[src/rtl/ysyx_23060184_ifu_pkg.sv]
// -----------------------------------------------------------------------------
// ysyx_23060184_ifu_pkg
//   Shared definitions for the instruction fetch unit:
//     `DATA_WIDTH / IFU_DATA_WIDTH : inst / PC / address width
//     `IFU_NOP    / IFU_NOP        : canonical NOP (addi x0, x0, 0)
//     IFU_S_*                      : 2-bit fetch FSM state encoding
//     ifu_state_e                  : typed view of the state encoding
//     word_align()                 : clears the two byte-offset bits of an address
//   No ports (package).
// -----------------------------------------------------------------------------
`ifndef DATA_WIDTH
`define DATA_WIDTH 32
`endif

`ifndef IFU_NOP
`define IFU_NOP 32'h0000_0013
`endif

package ysyx_23060184_ifu_pkg;

   localparam int          IFU_DATA_WIDTH = `DATA_WIDTH;
   localparam logic [31:0] IFU_NOP        = `IFU_NOP;

   localparam logic [1:0] IFU_S_REQ  = 2'd0;
   localparam logic [1:0] IFU_S_WAIT = 2'd1;
   localparam logic [1:0] IFU_S_HOLD = 2'd2;
   localparam logic [1:0] IFU_S_NEXT = 2'd3;

   typedef enum logic [1:0] {
      S_REQ  = IFU_S_REQ,   // request presented, waiting for req_ready
      S_WAIT = IFU_S_WAIT,  // request accepted, waiting for the response
      S_HOLD = IFU_S_HOLD,  // instruction presented to decode
      S_NEXT = IFU_S_NEXT   // waiting for writeback to supply the next PC
   } ifu_state_e;

   // Fetches are always whole words, so the byte offset is discarded.
   function automatic logic [IFU_DATA_WIDTH-1:0] word_align(input logic [IFU_DATA_WIDTH-1:0] addr);
      return {addr[IFU_DATA_WIDTH-1:2], 2'b00};
   endfunction

endpackage

[src/rtl/ysyx_23060184_ifu_if.sv]
// -----------------------------------------------------------------------------
// ysyx_23060184_ifu_if
//   Instruction-memory bus between the IFU (master) and the memory (slave).
//   Request channel : imem_req_valid, imem_req_ready, imem_addr
//   Response channel: imem_rsp_valid, imem_rsp_ready, imem_rsp_data, imem_rsp_err
//   Modports:
//     master - IFU side: drives req_valid/addr/rsp_ready
//     slave  - memory side: drives req_ready/rsp_valid/rsp_data/rsp_err
// -----------------------------------------------------------------------------
interface ysyx_23060184_ifu_if
   import ysyx_23060184_ifu_pkg::*;
();

   logic                      imem_req_valid;
   logic                      imem_req_ready;
   logic [IFU_DATA_WIDTH-1:0] imem_addr;
   logic                      imem_rsp_valid;
   logic                      imem_rsp_ready;
   logic [IFU_DATA_WIDTH-1:0] imem_rsp_data;
   logic                      imem_rsp_err;

   modport master (
      output imem_req_valid,
      input  imem_req_ready,
      output imem_addr,
      input  imem_rsp_valid,
      output imem_rsp_ready,
      input  imem_rsp_data,
      input  imem_rsp_err
   );

   modport slave (
      input  imem_req_valid,
      output imem_req_ready,
      input  imem_addr,
      output imem_rsp_valid,
      input  imem_rsp_ready,
      output imem_rsp_data,
      output imem_rsp_err
   );

endinterface

[src/rtl/ysyx_23060184_ifu_perf.sv]
// -----------------------------------------------------------------------------
// ysyx_23060184_ifu_perf
//   Two free-running 64-bit event counters for the IFU. Each counts one per
//   cycle its enable is high, wraps modulo 2^64, and clears on reset.
//   Ports:
//     clk          in   1   clock
//     rstn         in   1   synchronous active-low reset
//     fetch_inc_i  in   1   an instruction response was accepted this cycle
//     stall_inc_i  in   1   the IFU is waiting on memory this cycle
//     fetch_cnt_o  out  64  accepted-response count
//     stall_cnt_o  out  64  memory-wait cycle count
// -----------------------------------------------------------------------------
module ysyx_23060184_ifu_perf (
   input  logic        clk,
   input  logic        rstn,
   input  logic        fetch_inc_i,
   input  logic        stall_inc_i,
   output logic [63:0] fetch_cnt_o,
   output logic [63:0] stall_cnt_o
);

   logic [63:0] fetch_cnt_q, fetch_cnt_d;
   logic [63:0] stall_cnt_q, stall_cnt_d;

   assign fetch_cnt_d = fetch_inc_i ? fetch_cnt_q + 64'd1 : fetch_cnt_q;
   assign stall_cnt_d = stall_inc_i ? stall_cnt_q + 64'd1 : stall_cnt_q;

   // NOTE: clocked state uses non-blocking (<=) so every flop samples the
   // pre-edge values, independent of statement order.
   always_ff @(posedge clk) begin
      if (!rstn) begin
         fetch_cnt_q <= '0;
         stall_cnt_q <= '0;
      end else begin
         fetch_cnt_q <= fetch_cnt_d;
         stall_cnt_q <= stall_cnt_d;
      end
   end

   assign fetch_cnt_o = fetch_cnt_q;
   assign stall_cnt_o = stall_cnt_q;

endmodule

[src/rtl/ysyx_23060184_ifu.sv]
// -----------------------------------------------------------------------------
// ysyx_23060184_ifu
//   Instruction fetch stage of a multi-cycle, single-issue core. Holds the PC,
//   issues one word fetch per instruction over the imem valid/ready bus, and
//   presents inst+pc to decode under Ivalid. The next fetch starts only after
//   writeback returns the next PC on npc_valid; the IFU never increments the
//   PC itself.
//
//   Optional feature: define IFU_PERF_EN to build the fetch/stall counters;
//   otherwise perf_fetch_cnt / perf_stall_cnt are tied to zero.
//
//   Ports:
//     clk             in   1    clock
//     rstn            in   1    synchronous active-low reset
//     npc_valid       in   1    writeback presents the next PC
//     npc             in   DW   next PC from writeback
//     imem            if        instruction-memory bus (master modport)
//     inst            out  DW   instruction to decode (NOP after a fault)
//     pc              out  DW   PC of inst
//     Ivalid          out  1    inst/pc valid to decode
//     Dready          in   1    decode accepts inst
//     fetch_err       out  1    qualifies Ivalid: inst came from a faulting access
//     perf_fetch_cnt  out  64   accepted-response count
//     perf_stall_cnt  out  64   cycles spent in S_REQ or S_WAIT
// -----------------------------------------------------------------------------
module ysyx_23060184_ifu
   import ysyx_23060184_ifu_pkg::*;
#(
   parameter int                    DATA_WIDTH = IFU_DATA_WIDTH,
   parameter logic [DATA_WIDTH-1:0] RESET_PC   = 32'h8000_0000
) (
   input  logic                  clk,
   input  logic                  rstn,
   input  logic                  npc_valid,
   input  logic [DATA_WIDTH-1:0] npc,
   ysyx_23060184_ifu_if.master   imem,
   output logic [DATA_WIDTH-1:0] inst,
   output logic [DATA_WIDTH-1:0] pc,
   output logic                  Ivalid,
   input  logic                  Dready,
   output logic                  fetch_err,
   output logic [63:0]           perf_fetch_cnt,
   output logic [63:0]           perf_stall_cnt
);

   ifu_state_e            state_q, state_d;
   logic [DATA_WIDTH-1:0] pc_q, pc_d;
   logic [DATA_WIDTH-1:0] inst_q, inst_d;
   logic                  ivalid_q, ivalid_d;
   logic                  fetch_err_q, fetch_err_d;

   logic                  req_valid;
   logic                  rsp_ready;
   logic                  rsp_fire;

   // A response only counts while we are waiting for it; anything the memory
   // presents in another state is left on the bus, unconsumed.
   assign rsp_fire = (state_q == S_WAIT) && imem.imem_rsp_valid;

   always_ff @(posedge clk) begin
      if (!rstn) begin
         state_q     <= S_REQ;
         pc_q        <= RESET_PC;
         inst_q      <= IFU_NOP;
         ivalid_q    <= 1'b0;
         fetch_err_q <= 1'b0;
      end else begin
         state_q     <= state_d;
         pc_q        <= pc_d;
         inst_q      <= inst_d;
         ivalid_q    <= ivalid_d;
         fetch_err_q <= fetch_err_d;
      end
   end

   // NOTE: every signal written here gets its default first, so no path can
   // leave one unassigned and infer a latch.
   always_comb begin
      state_d     = state_q;
      pc_d        = pc_q;
      inst_d      = inst_q;
      ivalid_d    = ivalid_q;
      fetch_err_d = fetch_err_q;
      req_valid   = 1'b0;
      rsp_ready   = 1'b0;

      unique case (state_q)
         S_REQ: begin
            // Held with a stable address until the memory takes it.
            req_valid = 1'b1;
            if (imem.imem_req_ready) begin
               state_d = S_WAIT;
            end
         end

         S_WAIT: begin
            rsp_ready = 1'b1;
            if (rsp_fire) begin
               // A faulting word is never handed to decode as an instruction.
               inst_d      = imem.imem_rsp_err ? IFU_NOP : imem.imem_rsp_data;
               fetch_err_d = imem.imem_rsp_err;
               ivalid_d    = 1'b1;
               state_d     = S_HOLD;
            end
         end

         S_HOLD: begin
            if (ivalid_q && Dready) begin
               ivalid_d = 1'b0;
               state_d  = S_NEXT;
            end
         end

         S_NEXT: begin
            // Writeback has already resolved branches/traps; just realign.
            if (npc_valid) begin
               pc_d    = word_align(npc);
               state_d = S_REQ;
            end
         end

         default: begin
            state_d = S_REQ;
         end
      endcase
   end

   assign imem.imem_req_valid = req_valid;
   assign imem.imem_addr      = word_align(pc_q);
   assign imem.imem_rsp_ready = rsp_ready;

   assign inst      = inst_q;
   assign pc        = pc_q;
   assign Ivalid    = ivalid_q;
   assign fetch_err = fetch_err_q;

`ifdef IFU_PERF_EN
   ysyx_23060184_ifu_perf u_perf (
      .clk         (clk),
      .rstn        (rstn),
      .fetch_inc_i (rsp_fire),
      .stall_inc_i ((state_q == S_REQ) || (state_q == S_WAIT)),
      .fetch_cnt_o (perf_fetch_cnt),
      .stall_cnt_o (perf_stall_cnt)
   );
`else
   assign perf_fetch_cnt = '0;
   assign perf_stall_cnt = '0;
`endif

endmodule
[src/flat_wrapper.sv]
// flat-port wrapper written by rule: the top's interface ports become plain ports
module ysyx_23060184_ifu_flat import ysyx_23060184_ifu_pkg::*;
#(
   parameter int                    DATA_WIDTH = IFU_DATA_WIDTH,
   parameter logic [DATA_WIDTH-1:0] RESET_PC   = 32'h8000_0000
)
  (clk, rstn, npc_valid, npc, inst, pc, Ivalid, Dready, fetch_err, perf_fetch_cnt, perf_stall_cnt, imem_imem_req_valid, imem_imem_req_ready, imem_imem_addr, imem_imem_rsp_valid, imem_imem_rsp_ready, imem_imem_rsp_data, imem_imem_rsp_err);
  ysyx_23060184_ifu_if imem_i ();
  input  logic clk;
  input  logic rstn;
  input  logic npc_valid;
  input  logic [DATA_WIDTH-1:0] npc;
  output logic [DATA_WIDTH-1:0] inst;
  output logic [DATA_WIDTH-1:0] pc;
  output logic Ivalid;
  input  logic Dready;
  output logic fetch_err;
  output logic [63:0] perf_fetch_cnt;
  output logic [63:0] perf_stall_cnt;
  output wire logic [$bits(imem_i.imem_req_valid)-1:0] imem_imem_req_valid;
  input wire logic [$bits(imem_i.imem_req_ready)-1:0] imem_imem_req_ready;
  output wire logic [$bits(imem_i.imem_addr)-1:0] imem_imem_addr;
  input wire logic [$bits(imem_i.imem_rsp_valid)-1:0] imem_imem_rsp_valid;
  output wire logic [$bits(imem_i.imem_rsp_ready)-1:0] imem_imem_rsp_ready;
  input wire logic [$bits(imem_i.imem_rsp_data)-1:0] imem_imem_rsp_data;
  input wire logic [$bits(imem_i.imem_rsp_err)-1:0] imem_imem_rsp_err;
  assign imem_imem_req_valid = imem_i.imem_req_valid;
  assign imem_i.imem_req_ready = imem_imem_req_ready;
  assign imem_imem_addr = imem_i.imem_addr;
  assign imem_i.imem_rsp_valid = imem_imem_rsp_valid;
  assign imem_imem_rsp_ready = imem_i.imem_rsp_ready;
  assign imem_i.imem_rsp_data = imem_imem_rsp_data;
  assign imem_i.imem_rsp_err = imem_imem_rsp_err;
  ysyx_23060184_ifu #(.DATA_WIDTH(DATA_WIDTH), .RESET_PC(RESET_PC)) u_core (.clk(clk), .rstn(rstn), .npc_valid(npc_valid), .npc(npc), .imem(imem_i), .inst(inst), .pc(pc), .Ivalid(Ivalid), .Dready(Dready), .fetch_err(fetch_err), .perf_fetch_cnt(perf_fetch_cnt), .perf_stall_cnt(perf_stall_cnt));
endmodule
[config.mk]
export PLATFORM = sky130hd
export DESIGN_NAME = ysyx_23060184_ifu_flat
export DESIGN_NICKNAME = d
export VERILOG_FILES = /design/src/rtl/ysyx_23060184_ifu_pkg.sv /design/src/rtl/ysyx_23060184_ifu_if.sv /design/src/rtl/ysyx_23060184_ifu_perf.sv /design/src/rtl/ysyx_23060184_ifu.sv /design/src/flat_wrapper.sv
export SDC_FILE = /design/constraint.sdc
export NUM_CORES = 1
export LEC_CHECK = 0
export BUFFER_PORTS_ARGS = -buffer_cell sky130_fd_sc_hd__buf_2
export CORE_MARGIN = 10
export CORE_UTILIZATION = 35
export CTS_BUF_LIST = sky130_fd_sc_hd__clkbuf_2 sky130_fd_sc_hd__clkbuf_4 sky130_fd_sc_hd__clkbuf_8
export DETAILED_ROUTE_END_ITERATION = 12
export PLACE_DENSITY = 0.73
export SLEW_MARGIN = 20
export SYNTH_ARGS = -nofsm -noshare
export SYNTH_HDL_FRONTEND = slang
export SYNTH_SLANG_ARGS = --single-unit
[constraint.sdc]
create_clock -name clk -period 1.33 [get_ports clk]
set_input_delay 0.1995 -clock clk [delete_from_list [all_inputs] [get_ports clk]]
set_output_delay 0.1995 -clock clk [all_outputs]
set_load 0.02 [all_outputs]
Word level (Yosys, flattened, before mapping)
Cells that the tools add are included.
Word-level totals
  latch bits: 0
  register bits: 66
  output and inout bits: 228
  memory bits (writable): 0
  memory bits (read-only): 0
  memories: 0
Operators by class
  $lt $le $gt $ge: 0
  shifts and indexed selects: 0
  multipliers: 0
  reduce and logical (&&, ||, !) cells: 8
  $add $sub $neg: 0
  bitwise operators: 0
  multiplexer cells: 11
  div/mod/pow operators: 0
  eq/ne operators: 7
Operators with widths (number)
  $mux W32: 1
  $mux W2: 4
  $pmux W2 S4: 1
  $eq A2 B2 Y1 const B: 2
  $mux W1: 4
  $ne A2 B1 Y1 const B: 2
  $ne A2 B2 Y1 const B: 2
  $reduce_and A2 Y1: 2
  $reduce_and A4 Y1: 1
  $reduce_and A3 Y1: 1
  $eq A2 B1 Y1 const B: 1
  $logic_and A1 B1 Y1: 2
  $logic_not A2 Y1: 1
  $pmux W1 S2: 1
  $reduce_bool A2 Y1: 1

Logic depth before layout (Yosys ltp)
Gate-level depths: netlist of the first run.
  depth in word-level cells: 4
  depth in mapped cells: 7
  gate-level depth less buffers: 6

Worst setup path after synthesis of the first run
Ideal clock, no wire load.
  path kind: register -> register
  start: register u_core.state_q[0]
  end: register u_core.state_q[1]
  stages on the path, launching flop included: 6
  setup time: 133 ps
  data required time: 1197 ps
  slack: -195 ps
  arrival time: 1393 ps
  clock period less this slack: 1525 ps
  buffers on the path: 0
  path through: dfxtp_1 -> inv_1 -> ha_1 -> nor2b_1 -> a2111oi_4 -> o21ai_0
Between the ends
  longest elaborated chain between the ends: 4
  elaborated cells on any way between the ends: 11
Ends and longest elaborated chain
  start, declared: RTL line ysyx_23060184_ifu.sv:46  | ifu_state_e state_q, state_d;
  start signal, assigned: RTL line ysyx_23060184_ifu.sv:68  | state_q <= state_d;
  $eq A2 B1 Y1: RTL line ysyx_23060184_ifu.sv:58, ysyx_23060184_ifu.sv:87
  $logic_and A1 B1 Y1: RTL line ysyx_23060184_ifu.sv:58  | assign rsp_fire = (state_q == S_WAIT) && imem.imem_rsp_valid;
  $ne A2 B1 Y1 (no source line)
  $reduce_and A4 Y1 (no source line)
Parallel ways exist; a longest one is shown, timed or not.
A chain may end at the register's enable or synchronous reset.

Worst setup path after layout of the first run
  start: register u_core.state_q[1]
  end: register u_core.inst_q[20], in the netlist u_core.inst[20]
Between the ends
  longest elaborated chain between the ends: 3
Ends and longest elaborated chain
  $eq A2 B1 Y1 *: RTL line ysyx_23060184_ifu.sv:58, ysyx_23060184_ifu.sv:87
  $logic_and A1 B1 Y1: RTL line ysyx_23060184_ifu.sv:58
  $reduce_and A2 Y1 (no source line) *
  end signal, assigned: RTL line ysyx_23060184_ifu.sv:70  | inst_q <= inst_d;
  end, declared: RTL line ysyx_23060184_ifu.sv:48  | logic [DATA_WIDTH-1:0] inst_q, inst_d;
Mark *: on every way between the ends. The rest lies on a longest branch, timed or not.

==> impl_metrics.csv, run 1 <==
group,metric,value,unit
floorplan,fp.coreArea,10900,µm²
placement,dp_hpwl,8580,µm
finish,final_cells,755,
yosys,synth-main-ff-cell,"dfxtp_1",
critical_path,arrival,1.68,ns
yosys,ys_top_cells_by_count,"buf_4 (162), dfxtp_1 (66), a21oi_1 (64), nand2_1 (64), nor3b_2 (25)",
grt,grt_pass1_vias,3153,
sta,rsz0062_at_grt,"yes",
critical_path,path_max_fanout,9,
placement,gp_congestion,0.720,
floorplan,die_area,15800,µm²
cts,clock_sinks,66,
critical_path,critPathMaxStageDelay,0.36,ns
yosys,yosysWarnings,0,
drt,first_iter_violations,100,
outcome,outcome,"complete, but fails checks",
pwr,p_per_area,1360,nW/µm²
yosys,ys_seq_elements,66,
sta,skew,0.0122,ns
sta,final_hold_viol_count,0,
critical_path,path_cells,"inv_4 > ha_4 > buf_6 > nand2_8 > buf_12 > nor3b_4 > a21oi_1 > nor2_1",
critical_path,path_class,"reg2reg",
finish,drive_gt1_frac,0.416,
finish,final_cell_area,4910,µm²
sta,timing.final.ws_setup,-0.0612,ns
critical_path,setup.worst_path.start_class,"flip-flop",
critical_path,critical_path.top_delay_family,"simple AND/OR/NAND/NOR gates",
sta,finalCriticalPeriod,1.39,ns
drt,drtAntennaViolNets,0,
sta,fmax,719,MHz
floorplan,die_width,126,µm
grt,grt_use_total,0.127,
sta,whs,0.0621,ns
floorplan,rows,38,
yosys,synthTopCellsByArea,"dfxtp_1 (34%), buf_4 (31%), a21oi_1 (8.2%)",
floorplan,start_util,0.360,
grt,grt_remaining_overflow,0,
yosys,syn-instance-count,465,
cts,cts-buffers-inserted,9,
placement,place_ws,-0.102,ns
critical_path,r2r_slack,-0.06,ns
cts,htreeDepth,3,
yosys,synth_edf_count,0,
cts,clockBufferDepth,2,
pwr,p_leak,2.44,nW
yosys,ys_async_sr_fraction,0,
sta,finalSetupViolCount,32,
yosys,yosys.area.top_type,"dfxtp_1",
drt,wirelength,11800,µm
yosys,avgSynthCellArea,8.43,µm²
pwr,total_power,0.00666,W
yosys,seq_area_frac_synth,0.337,
sta,maxSlewViolCount,0,
grt,grt_max_degree,46,
yosys,yosys.area.top_type_share,0.337,
cts,clk_pin_slew,0.08,ns
placement,dp.cells,732,
critical_path,path_buf_inv,3,
drt,drt-pass1-iter-count,5,
worst_hold_path,hold_path_class,"in2reg",
yosys,syn_area,3920,µm²
floorplan,fp.dieH,126,µm
sta,min_period_over_period,1.05,
drt,vias_per_cell,4.09,
cts,clk_latency,0.34,ns
finish,syn_to_final_growth,25.3,%
floorplan,io-pin-count,299,
critical_path,critPathRequiredTime,1.62,ns
placement,post_dp_cell_area,4280,µm²
pwr,vdd_ir_drop_max,642,µV
cts,cts_tree,"done",
critical_path,crit_path_top_delay_cell,"dfxtp_4",
grt,antenna_found_initial,0,
outcome,violations,"negative setup slack",
critical_path,critPathCaptureType,"flip-flop",
finish,fin_nets,686,
drt,wire_per_inst,15.6,µm
grt,grt_pass1_wl,16500,µm
cts,cts-root-buf,"clkbuf_8",
drt,vias,3087,
yosys,yosysMostFrequentCell,"buf_4",
job,drv_cap,0,
yosys,synth_cell_types,25,
drt,route.detailed.drc,0,
finish,diodes,0,
finish,nFillCells,1076,
placement,portBuffers,164,
## logic make-up after synthesis
| kind of cell | after synthesis | synth area share |
|---|---|---|
| other cells | 1 | 0.000957 |
| buf+inv | 187 | 0.347 |
| simple gates | 134 | 0.200 |
| flops | 66 | 0.337 |
| compound gates | 72 | 0.0993 |
| fa+ha+maj | 5 | 0.0160 |
## cell usage in the layout, fill, tap and decap left out, types with 5 or more instances in the layout
master / netlist / final
a21oi_2: 0 / 8
nor3b_2: 25 / 20
nor3b_4: 0 / 9
o21ai_1: 1 / 5
conb_1: 1 / 132
dfxtp_1: 66 / 64
nand2_1: 64 / 63
nor2_1: 22 / 22
buf_12: 0 / 6
a21oi_1: 64 / 56
clkbuf_8: 0 / 10
buf_4: 162 / 7
buf_2: 3 / 162
nor2b_1: 10 / 10
## final cells by class
| type | count | area (µm²) | area share |
|---|---|---|---|
| repair buffers | 187 | 1230 | 0.250 |
| clock buffers | 10 | 138 | 0.0280 |
| flip-flops and latches | 66 | 1330 | 0.270 |
| well taps | 140 | 175 | 0.0357 |
| multi-input cells | 343 | 1940 | 0.395 |
| inverters | 3 | 16.3 | 0.00331 |
| clock inverters | 6 | 90.1 | 0.0183 |
## power breakdown
group          switching, W  internal (W)
combinational       0.00147       0.00100
sequential         0.000117       0.00213
clock              0.000835       0.00111
total               0.00242       0.00425
## worst reg2reg max path, delay by kind of cell (launching register included)
kind | cells | cell delay (ns)
and+or+nand+nor | 3 | 0.40
DFF | 1 | 0.36
adders and majority gates | 1 | 0.13
AOI/OAI and AO/OA | 1 | 0.06
buffers and inverters | 3 | 0.39
## stage by stage
| stage | TNS (ns) | util |
|---|---|---|
| final | -1.18 | 0.451 |
| after global placement | -0.264 | 0.393 |
| after global routing | -4.46 | 0.451 |
| after detailed placement | -0.660 | 0.393 |
| after CTS | -0.593 | 0.431 |
| after floorplan | -0.0102 | - |
## per-layer routing
| layer | track usage | vias to the layer above | part of all wire |
|---|---|---|---|
| li1 | - | 1496 | - |
| met1 | 0.136 | 1421 | 0.39 |
| met2 | 0.218 | 159 | 0.52 |
| met3 | 0.0529 | 11 | 0.084 |
| met4 | 0.0462 | 0 | 0.013 |
| met5 | 0 | - | 0 |
## flip-flops by register name (all words and copies together), names as in the netlist
| signal | cells |
|---|---|
| u_core.inst | 32 |
| u_core.pc | 30 |
| u_core.state_q | 2 |
| u_core.Ivalid | 1 |
| u_core.fetch_err | 1 |
## path summary, 6_finish.rpt
kind,startpoint,end,depth (start not counted)
max,u_core.state_q[1]$_SDFFE_PN0P_,u_core.inst[20]$_SDFFE_PN0P_,8
min,npc[31],u_core.pc[31]$_SDFFE_PN1P_,3
max reg2reg,u_core.state_q[1]$_SDFFE_PN0P_,u_core.inst[20]$_SDFFE_PN0P_,8
min reg2reg,u_core.pc[17]$_SDFFE_PN0P_,u_core.pc[17]$_SDFFE_PN0P_,2
## timing repair
action | in CTS | in global routing
gates resized for setup | 25 | 31
pin swaps | 11 | 26
endpoints found under the hold margin | 0 | 0
hold buffers | 0 | 0
setup buffers | 1 | 0
gates cloned | 3 | 4
endpoints found under the setup margin | 32 | 63
Power figures use the tool's default switching activity.
==> run 2, diff against run 1 <==
- CORE_ASPECT_RATIO: not set -> 0.9
==> impl_metrics.csv, run 2 (synthesized netlist as in run 1, its figures left out) <==
group,metric,value,unit
outcome,outcome,"complete, but fails checks",
outcome,violations,"negative setup slack",
critical_path,r2r_start,"u_core.state_q[1]$_SDFFE_PN0P_",
sta,finalCriticalPeriod,1.42,ns
cts,cts-root-buf,"clkbuf_8",
drt,route.detailed.drc,0,
critical_path,critPathMaxStageDelay,0.40,ns
cts,cts_hold_buf,0,
floorplan,io-pin-count,299,
sta,final_hold_viol_count,0,
drt,vias_per_cell,3.88,
finish,largest_reg_flops,32,
critical_path,critical_path.startpoint,"u_core.state_q[1]$_SDFFE_PN0P_",
drt,wirelength,11500,µm
cts,clk_latency,0.34,ns
critical_path,arrival,1.70,ns
pwr,p_leak,2.44,nW
critical_path,path_max_fanout,4,
finish,final_cells,774,
sta,min_period_over_period,1.07,
finish,mostFrequentLayoutCell,"buf_2",
placement,gp_congestion,0.742,
sta,maxSlewViolCount,0,
finish,fin_nets,693,
cts,clockBufferDepth,2,
worst_hold_path,hold_path_class,"in2reg",
placement,dp_hpwl,8530,µm
finish,final_cell_mix,"buf_2 (162), conb_1 (132), dfxtp_1 (64), nand2_1 (63), a21oi_1 (57)",
floorplan,fp.coreArea,10900,µm²
placement,post_dp_cell_area,4310,µm²
job,drv_cap,0,
critical_path,critPathRequiredTime,1.60,ns
finish,drive_gt1_frac,0.420,
grt,grt_use_total,0.123,
floorplan,fp.dieH,120,µm
cts,htreeDepth,3,
grt,grt_remaining_overflow,0,
finish,final_cell_area,4950,µm²
critical_path,r2r_slack,-0.09,ns
drt,vias,3005,
worst_hold_path,worstHoldStart,"npc[31]",
cts,cts-buffers-inserted,9,
sta,timing.final.ws_setup,-0.0945,ns
floorplan,rows,36,
placement,portBuffers,164,
finish,syn_to_final_growth,26.2,%
critical_path,rr_endpoint,"u_core.state_q[0]$_SDFFE_PN0P_",
drt,first_iter_violations,102,
cts,clk_pin_slew,0.07,ns
sta,skew,0.00715,ns
critical_path,cp.depth,6,
sta,fmax,702,MHz
sta,rsz0062_at_grt,"yes",
critical_path,crit_path_top_delay_cell,"a2111oi_4",
grt,antenna_found_initial,0,
floorplan,die_area,15800,µm²
floorplan,die_width,132,µm
critical_path,path_buf_inv,1,
pwr,p_per_area,1400,nW/µm²
critical_path,critical_path.top_delay_family,"compound AO/OA/AOI/OAI gates",
critical_path,path_class,"reg2reg",
grt,grt_pass1_wl,16100,µm
finish,diodes,0,
critical_path,path_cells,"inv_4 > ha_4 > nor2b_4 > a2111oi_4 > o21ai_1 > a21oi_1",
drt,drt-pass1-iter-count,4,
finish,post-route-util,0.454,
cts,cts_tree,"done",
drt,wire_per_inst,14.9,µm
floorplan,start_util,0.360,
placement,dp.cells,746,
grt,grt_pass1_vias,2994,
critical_path,crit_path_end,"u_core.state_q[0]$_SDFFE_PN0P_",
drt,drtAntennaViolNets,0,
pwr,vdd_ir_drop_max,1240,µV
critical_path,setup.worst_path.start_class,"flip-flop",
sta,finalSetupViolCount,14,
critical_path,r2r_cells,6,
cts,clock_sinks,66,
critical_path,critPathCaptureType,"flip-flop",
grt,grt_max_degree,34,
run 2: routing by layer:
| metal | part of all wire | track usage | wire length (µm) |
|---|---|---|---|
| met1 | 0.39 | 0.127 | 4550 |
| met2 | 0.52 | 0.223 | 5960 |
| met3 | 0.079 | 0.0513 | 908 |
| met4 | 0.011 | 0.0396 | 125 |
| met5 | 0 | 0 | 0 |
run 2: timing repair:
action                                  in CTS  in global routing
endpoints found under the setup margin       9                 55
setup buffers                                2                  2
cloned                                       1                  7
resized for setup                           21                 24
pin swaps                                    4                 36
run 2: power by group:
part	total [W]	switching [W]	leakage [nW]	internal (W)
logic	0.00258	0.00147	1.79	0.00110
clock network	0.00210	0.000806	0.119	0.00130
registers	0.00225	0.000112	0.535	0.00214
total	0.00693	0.00239	2.44	0.00454
run 2: worst min-delay path: stages:
cell	delay (ns)
buf_2	0.07
nand2_1	0.04
nand3_1	0.07
run 2: layout make-up:
cell class | count | area [µm²]
Inverter | 3 | 16.3
Tap cell | 152 | 190
Timing Repair Buffer | 193 | 1280
Clock inverter | 6 | 114
Clock buffer | 10 | 138
Sequential cell | 66 | 1330
Fill cell | 1096 | 5950
Multi-Input combinational cell | 344 | 1880
run 2: how the worst min path moves through the flow:
stage / to / cells past startpoint
after floorplan: u_core.pc[31]$_SDFFE_PN1P_ / 2
after global placement: u_core.pc[31]$_SDFFE_PN1P_ / 3
after detailed placement: u_core.pc[31]$_SDFFE_PN1P_ / 3
after CTS: u_core.pc[31]$_SDFFE_PN1P_ / 3
after global routing: u_core.pc[31]$_SDFFE_PN1P_ / 3
final: u_core.pc[31]$_SDFFE_PN1P_ / 3
run 2: metrics by stage:
stage               hold slack (ns)  power (W)  TNS (ns)  setup slack (ns)
global route                 0.0369    0.00731     -3.03            -0.181
finish                       0.0612    0.00693    -0.385           -0.0945
floorplan                     0.324    0.00397   -0.0102           -0.0102
CTS                          0.0369    0.00664    -0.236           -0.0638
detailed placement            0.417    0.00420    -0.151           -0.0867
global placement              0.412    0.00419   -0.0903           -0.0688
==> run 3, diff against run 2 <==
--- a/config.mk
+++ b/config.mk
@@ -12,3 +12,5 @@
 export CTS_BUF_LIST = sky130_fd_sc_hd__clkbuf_2 sky130_fd_sc_hd__clkbuf_4 sky130_fd_sc_hd__clkbuf_8
+export CTS_CLUSTER_DIAMETER = 50
 export DETAILED_ROUTE_END_ITERATION = 12
+export MAX_ROUTING_LAYER = met4
 export PLACE_DENSITY = 0.73
--- a/constraint.sdc
+++ b/constraint.sdc
@@ -3,2 +3,2 @@
 set_output_delay 0.1995 -clock clk [all_outputs]
-set_load 0.02 [all_outputs]
+set_load 0.005 [all_outputs]
==> impl_metrics.csv, run 3 (synthesized netlist as in run 1, its figures left out) <==
group,metric,value,unit
cts,clock_sinks,66,
critical_path,setup.worst_path.start_class,"flip-flop",
sta,final_hold_viol_count,0,
cts,cts-root-buf,"clkbuf_8",
cts,cts_tree,"done",
cts,clockBufferDepth,2,
floorplan,die_area,15800,µm²
grt,grt_max_degree,34,
finish,final_cell_mix,"buf_2 (163), conb_1 (132), dfxtp_1 (64), nand2_1 (63), a21oi_1 (57)",
sta,fmax,685,MHz
critical_path,path_buf_inv,2,
critical_path,arrival,1.74,ns
floorplan,fp.dieH,120,µm
placement,dp_hpwl,8820,µm
grt,grt_pass1_vias,3116,
finish,final_cells,775,
sta,maxSlewViolCount,0,
pwr,p_per_area,1250,nW/µm²
critical_path,critPathCaptureType,"flip-flop",
critical_path,path_cells,"inv_2 > ha_4 > nor2b_4 > a2111oi_4 > buf_4 > nand3_1 > o21ai_1",
critical_path,crit_path_top_delay_cell,"dfxtp_4",
finish,final_cell_area,4900,µm²
grt,grt_remaining_overflow,0,
floorplan,start_util,0.360,
finish,syn_to_final_growth,24.9,%
worst_hold_path,holdPathStages,3,
drt,vias,3076,
placement,post_dp_cell_area,4300,µm²
outcome,outcome,"complete, but fails checks",
outcome,violations,"negative setup slack",
sta,rsz0062_at_grt,"yes",
floorplan,die_width,132,µm
drt,wl_met2,6060,µm
finish,drive_gt1_frac,0.422,
pwr,vdd_ir_drop_max,688,µV
drt,route.detailed.drc,0,
finish,diodes,0,
critical_path,path_class,"reg2reg",
grt,grt_pass1_wl,16700,µm
drt,vias_per_cell,3.97,
grt,antenna_found_initial,0,
drt,wl_met3,748,µm
critical_path,cp.depth,7,
critical_path,path_max_fanout,3,
finish,multi_input_area,1910,µm²
cts,clk_pin_slew,0.07,ns
cts,clk_latency,0.34,ns
drt,first_iter_violations,75,
finish,fin_nets,694,
cts,cts_hold_buf,0,
sta,min_period_over_period,1.10,
sta,timing.final.ws_setup,-0.130,ns
critical_path,critPathMaxStageDelay,0.38,ns
placement,portBuffers,164,
job,drv_cap,0,
drt,m1WireLength,4660,µm
sta,finalCriticalPeriod,1.46,ns
sta,skew,0.00780,ns
placement,gp_congestion,0.791,
drt,drt-pass1-iter-count,5,
sta,finalSetupViolCount,32,
placement,dp.cells,749,
sta,fin_tns_setup,-1.27,ns
drt,drtAntennaViolNets,0,
floorplan,fp.coreArea,10900,µm²
finish,nFillCells,1121,
floorplan,rows,36,
pwr,p_leak,2.44,nW
critical_path,critPathRequiredTime,1.61,ns
finish,ff_latch_area,1330,µm²
finish,largest_reg_flops,32,
cts,cts-buffers-inserted,9,
finish,post-route-util,0.449,
cts,htreeDepth,3,
critical_path,r2r_cells,7,
floorplan,io-pin-count,299,
drt,top_layer,"met4",
drt,wire_per_inst,15.0,µm
finish,mostFrequentLayoutCell,"buf_2",
worst_hold_path,hold_path_class,"in2reg",
drt,wirelength,11600,µm
critical_path,critical_path.top_delay_family,"compound AO/OA/AOI/OAI gates",
grt,grt_use_total,0.132,
[run 3: cell types whose count changed in the layout (fill, tap and decap cells not counted), moves of 2 or more]
cell	before	now
nor3b_2	28	25
buf_6	10	5
o21ai_0	1	3
inv_2	0	2
buf_4	8	13
buf_8	0	3
clkbuf_16	5	2
nor3b_4	1	4
bufinv_16	3	1
inv_4	2	0
buf_12	7	5
o21ai_1	4	2
[run 3: worst paths after layout]
check | end | startpoint | slack (ns)
worst max register to register | u_core.state_q[1]$_SDFFE_PN0P_ | u_core.state_q[0]$_SDFFE_PN0P_ | -0.13
worst min-delay path | u_core.pc[31]$_SDFFE_PN1P_ | npc[31] | 0.06
worst min register to register | u_core.pc[13]$_SDFFE_PN0P_ | u_core.pc[13]$_SDFFE_PN0P_ | 0.46
worst max-delay path | u_core.state_q[1]$_SDFFE_PN0P_ | u_core.state_q[0]$_SDFFE_PN0P_ | -0.13
[run 3: area by class of cell]
cell class,count,area share
clock inverter,4,0.0102
multi-input combinational,344,0.389
tap,152,0.0388
sequential,66,0.271
timing repair buffer,194,0.256
clock buffer,12,0.0325
inverter,3,0.00230
[run 3: tightest hold or removal path: stages]
cell     delay, ns
buf_2         0.07
nand2_1       0.04
nand3_1       0.06
[run 3: per-layer routing]
layer,vias to the layer above,global-route usage
li1,1509,-
met1,1413,0.138
met2,141,0.229
met3,13,0.0443
met4,0,0.0472
met5,-,-
[run 3: stage by stage]
step | worst slack [ns] | hold WS, ns | total power, W
final | -0.130 | 0.0589 | 0.00611
after global routing | -0.193 | 0.0660 | 0.00647
after CTS | -0.0855 | 0.0398 | 0.00602
after detailed placement | -0.0873 | 0.415 | 0.00373
after global placement | -0.0303 | 0.412 | 0.00372
after floorplan | -0.00303 | 0.324 | 0.00348
[run 3: where the power goes]
part | switching (W) | total, W | internal [W] | leakage (nW)
clock network | 0.000776 | 0.00176 | 0.000986 | 0.102
registers | 0.0000973 | 0.00223 | 0.00213 | 0.535
logic | 0.00103 | 0.00212 | 0.00109 | 1.80
total | 0.00190 | 0.00611 | 0.00421 | 2.44
[run 3: repair_timing]
| item | CTS | global route |
|---|---|---|
| setup buffers | 3 | 1 |
| cloned | 4 | 2 |
| gates resized for setup | 27 | 18 |
| pin swaps | 21 | 24 |
| setup endpoints to repair | 27 | 60 |
